File: src/rtl/ep_arb_rr.sv
// rtl/ep_arb_rr.sv - N-way TRN endpoint-ownership arbiter with watchdog and protocol-error detection
module ep_arb_rr #(
  parameter int NCH  = 4,
  parameter int IDW  = 2,
  parameter int MODE = 0,
  parameter int TOUT = 255
) (
  input  logic           pcie_clk,
  input  logic           pcie_rst,
  input  logic [NCH-1:0] req_ep,
  input  logic [NCH-1:0] drv_ep,
  output logic [NCH-1:0] my_trn,
  output logic [IDW-1:0] grant_id,
  input  logic           chn_trn,
  output logic           chn_reqep,
  output logic           chn_drvn,
  output logic           tout_pulse,
  output logic           err_pulse
);

  typedef enum logic [1:0] {
    ST_IDLE  = 2'd0,
    ST_GRANT = 2'd1,
    ST_OWN   = 2'd2
  } state_t;

  localparam logic [15:0] TOUT_LAST = 16'(TOUT - 1);
  localparam logic [15:0] WDOG_MAX  = 16'hFFFF;

  state_t         state_q, state_d;
  logic [NCH-1:0] my_trn_q, my_trn_d;
  logic [IDW-1:0] grant_id_q, grant_id_d;
  logic [IDW-1:0] ptr_q, ptr_d;
  logic [15:0]    wdog_q, wdog_d;
  logic           tout_q, tout_d;
  logic           err_q, err_d;

  logic           win_found;
  logic [IDW-1:0] win_idx;
  logic [IDW-1:0] cand_idx;
  logic           own_drv;

  // Owner's drive bit: the only thing that moves GRANT to OWN or ends OWN.
  assign own_drv = drv_ep[grant_id_q];

  // Winner search: rotating from ptr+1 in round-robin, lowest index in fixed priority.
  always_comb begin
    win_found = 1'b0;
    win_idx   = '0;
    cand_idx  = '0;
    if (MODE == 1) begin
      for (int k = 0; k < NCH; k++) begin
        cand_idx = IDW'(k);
        if (!win_found && req_ep[cand_idx]) begin
          win_found = 1'b1;
          win_idx   = cand_idx;
        end
      end
    end else begin
      for (int k = 1; k <= NCH; k++) begin
        cand_idx = IDW'((int'(ptr_q) + k) % NCH);
        if (!win_found && req_ep[cand_idx]) begin
          win_found = 1'b1;
          win_idx   = cand_idx;
        end
      end
    end
  end

  // Next-state logic: grant, watchdog/parent revocation, and release on drive drop.
  always_comb begin
    state_d    = state_q;
    my_trn_d   = my_trn_q;
    grant_id_d = grant_id_q;
    ptr_d      = ptr_q;
    wdog_d     = wdog_q;
    tout_d     = 1'b0;
    // Any drive from a requester not holding the token is a protocol error.
    err_d      = |(drv_ep & ~my_trn_q);
    case (state_q)
      ST_IDLE: begin
        if (chn_trn && win_found) begin
          state_d    = ST_GRANT;
          my_trn_d   = {{(NCH-1){1'b0}}, 1'b1} << win_idx;
          grant_id_d = win_idx;
          ptr_d      = win_idx;
          wdog_d     = '0;
        end
      end
      ST_GRANT: begin
        if (own_drv) begin
          state_d = ST_OWN;
        end else if (!chn_trn) begin
          // Parent withdrew before the owner started; no TLP is at risk.
          state_d  = ST_IDLE;
          my_trn_d = '0;
        end else if (wdog_q == TOUT_LAST) begin
          state_d  = ST_IDLE;
          my_trn_d = '0;
          tout_d   = 1'b1;
        end else if (wdog_q != WDOG_MAX) begin
          wdog_d = wdog_q + 16'd1;
        end
      end
      ST_OWN: begin
        // A TLP in flight is never preempted, even if the parent drops chn_trn.
        if (!own_drv) begin
          state_d  = ST_IDLE;
          my_trn_d = '0;
        end
      end
      default: begin
        state_d  = ST_IDLE;
        my_trn_d = '0;
      end
    endcase
  end

  // State and output registers; async reset drops the token immediately.
  always_ff @(posedge pcie_clk or posedge pcie_rst) begin
    if (pcie_rst) begin
      state_q    <= ST_IDLE;
      my_trn_q   <= '0;
      grant_id_q <= '0;
      ptr_q      <= IDW'(NCH - 1);
      wdog_q     <= '0;
      tout_q     <= 1'b0;
      err_q      <= 1'b0;
    end else begin
      state_q    <= state_d;
      my_trn_q   <= my_trn_d;
      grant_id_q <= grant_id_d;
      ptr_q      <= ptr_d;
      wdog_q     <= wdog_d;
      tout_q     <= tout_d;
      err_q      <= err_d;
    end
  end

  assign my_trn     = my_trn_q;
  assign grant_id   = grant_id_q;
  assign tout_pulse = tout_q;
  assign err_pulse  = err_q;
  assign chn_reqep  = |req_ep;
  assign chn_drvn   = (state_q != ST_IDLE) | (|drv_ep);

endmodule

File: config.mk
export PLATFORM = sky130hd
export DESIGN_NAME = ep_arb_rr
export DESIGN_NICKNAME = d
export VERILOG_FILES = /design/src/rtl/ep_arb_rr.sv
export SDC_FILE = /design/constraint.sdc
export NUM_CORES = 1
export LEC_CHECK = 0
export CORE_UTILIZATION = 50
export DETAILED_ROUTE_END_ITERATION = 10
export GPL_ROUTABILITY_DRIVEN = 0
export PLACE_DENSITY = 0.79
export SYNTH_ARGS = -nofsm -noshare
export SYNTH_HDL_FRONTEND = slang
export SYNTH_SLANG_ARGS = --single-unit
File: constraint.sdc
create_clock -name pcie_clk -period 1.9 [get_ports pcie_clk]
set_input_delay 0.38 -clock pcie_clk [delete_from_list [all_inputs] [get_ports pcie_clk]]
set_output_delay 0.38 -clock pcie_clk [all_outputs]
set_load 0.005 [all_outputs]
==> impl_metrics.tcl <==
set metrics [dict create \
    ios 21 \
    insertion_delay_ns 0.34 \
    antenna_left 0 \
    n_fill_cell 202 \
    synth_edf_count 0 \
    finalClockSkew_ns 0.00782 \
    area_growth_pct 44.5 \
    regArea_um2 703 \
    period_minus_slack_ns 2.07 \
    worstPathRequired_ns 2.16 \
    synth_cell_types 51 \
    pwr-share-comb_pct 56.5 \
    fin_nets 275 \
    dieArea_um2 3810 \
    synth_warnings 0 \
    ys_ff_latch 28 \
    synth_nets 203 \
    syn_avg_cell_area_um2 9.39 \
    track_usage_pct 29.1 \
    critPathKind "reg2reg" \
    max_freq_ghz 0.483 \
    start_kind "flip-flop" \
    reg2reg_from "grant_id[0]" \
    irDropWorstVdd_v 0.000729 \
    yosys-top-cells-area "dfrtp_1 (36%), nand2_1 (6.1%), o22a_1 (4.9%)" \
    synth_area_leader_cell "dfrtp_1" \
    antenna_found_initial 0 \
    dr.pass1.iters 5 \
    cts_buffers 3 \
    drcViolationCount 0 \
    h-tree-depth 1 \
    failed_checks "setup timing" \
    arrival_ns 2.32 \
    core_um2 3390 \
    async_flop_share_pct 100 \
    fin_crit_sh_pct 109 \
    placedCellCount 297 \
    crit_fanout 4 \
    powerDensity_nw_per_um2 1000 \
    multi_input_area_um2 1100 \
    synthTopCellsByCount "nand2_1 (29), dfrtp_1 (26), inv_1 (13), o22a_1 (10), nand3_1 (8)" \
    cpPeakStageDelay_ns 0.42 \
    worstSetupEndpointType "flip-flop" \
    ctsLongestPathBuffers 2 \
    switching_share_pct 39.9 \
    rsz0062_at_grt "yes" \
    wl_mm 5.58 \
    synth_ff_type "dfrtp_1" \
    stdcell_count 307 \
    slowest_stage "dfrtp_1" \
    io_buffers 20 \
    synth_most_common_cell "nand2_1" \
    setup_viol 19 \
    grt_max_degree 29 \
    drtIter0Drc 269 \
    path_clk_slew_ns 0.15 \
    initial_utilization_pct 52.6 \
    vias 1929 \
    worstMarginPinSlew_ns 0.482 \
    switching_power_w 0.00103 \
    final.setup.worst_slack_ns -0.168 \
    cts_num_sinks 28 \
    grt_pass1_wl_mm 8.11 \
    die_h_um 61.7 \
    routed_via_density 6.28 \
    post-dp-hpwl_mm 3.55 \
    final_max_slew_viol_count 0 \
    synth_top_area_share_pct 36.5 \
    clockPowerShare_pct 10.2 \
    hold_viol 0 \
    drive_gt1_share_pct 34.5 \
    cts-root-buf "clkbuf_4" \
    grt_pass1_vias 1707 \
    maxCapViolations 0 \
    p_int_w 0.00155 \
    path_common_cell "buf_4" \
    leakage_nw 1.20 \
    die_w_um 61.7 \
    gr-total-overflow 0 \
    dpl_worst_slack_ns -0.581 \
    status "complete, but fails checks" \
    relSlewSlack_pct 67.5 \
    hp-class "in2async" \
    worstPathCellList "mux4_2 > buf_6 > inv_4 > buf_4 > buf_4 > o21ai_0 > nand3_4 > mux2i_1" \
    rows 21 \
    power_frac_seq_pct 33.3 \
    tritoncts "yes" \
    yosysSeqAreaShare_pct 39.4 \
    routedWlPerCell_um 18.2 \
    critPathLaunch "grant_id[0]" \
    netlist_area_um2 1780 \
    netlist_instances 190 \
    antenna_cells 0 \
]
## worst max-delay path, delay by kind of cell (launching register included)
kind	cells	cell delay, ns
muxes	2	0.58
DFF	1	0.42
buffers and inverters	4	0.40
AOI/OAI and AO/OA	1	0.40
and+or+nand+nor	1	0.18
## metal layers
| layer | GRT usage [%] | vias to the layer above | routed length (µm) |
|---|---|---|---|
| met5 | 0 | - | 0 |
| met4 | 8.25 | 0 | 267 |
| met3 | 3.52 | 36 | 425 |
| met2 | 48.8 | 129 | 2700 |
| met1 | 39.8 | 915 | 2190 |
| li1 | - | 849 | - |
## worst paths after layout
check	cells after the start	slack [ns]	to
min reg2reg	1	0.54	grant_id[1]
max	8	-0.17	my_trn[2]
max in group asynchronous	3	1.20	ptr_q[0]
max reg2reg	8	-0.17	my_trn[2]
min	3	0.39	wdog_q[13]
min in group pcie_clk	3	0.48	err_pulse
## layout by cell type, fill, tap and decap left out, drive strengths merged, types with 3 or more instances in the layout
master         netlist  routed
dlygate4sd2          0       5
nand2               29      29
or3                  4       4
o22a                10      10
dfrtp               26      26
mux2i                5       5
o41ai                3       3
clkdlybuf4s50        0      12
nor4                 8       8
nor3                 9       9
a21oi                7       7
nor2                 6       6
clkbuf               3       4
a21o                 3       3
nand3                8       8
and3                 4       4
nand2b               5       6
inv                 13      14
nand4                7       7
o21ai                7       7
buf                  4      54
## cell families after synthesis
kind of cell	share of synthesized area [%]
fa+ha+maj	1.40
mux	5.33
compound gates	17.0
buf+inv	6.17
simple gates	30.7
flops	39.4
## flip-flops by register name, indices dropped and copies added (netlist names)
| name | flops |
|---|---|
| grant_id | 2 |
| wdog_q | 16 |
| err_pulse | 1 |
| tout_pulse | 1 |
| my_trn | 4 |
| ptr_q | 2 |
| state_q | 2 |
## repair_timing
action                                  CTS  global route
cloned                                    1             0
resized for setup                        20            18
buffers inserted                          3             2
hold buffers                              0             0
endpoints found under the setup margin   22            23
pin swaps                                10            11
## power groups by stage
stage | registers, W | logic, W | clock network, W
finish | 0.000860 | 0.00146 | 0.000262
global route | 0.000882 | 0.00157 | 0.000295
CTS | 0.000850 | 0.00130 | 0.000264
detailed placement | 0.000864 | 0.00121 | 0
global placement | 0.000854 | 0.00117 | 0
floorplan | 0.000859 | 0.000665 | 0
## through the flow
stage	hold slack, ns	power (W)	utilization (%)	setup TNS [ns]	instance area, µm²
after global placement	0.478	0.00202	69.3	-10.18	2350
after global routing	0.416	0.00275	76.1	-3.08	2580
after detailed placement	0.507	0.00208	69.3	-11.27	2350
after floorplan	0.444	0.00152	-	-0.0731	1790
after CTS	0.409	0.00241	73.2	-1.51	2480
final	0.388	0.00258	76.1	-1.79	2580
## layout make-up
type / instances / share of cell area [%]
clock buffers: 4 / 1.02
well taps: 46 / 2.23
flip-flops and latches: 28 / 27.3
inverters: 14 / 2.13
repair buffers: 73 / 24.7
multi-input cells: 142 / 42.6
(Power assumes the default switching activity.)
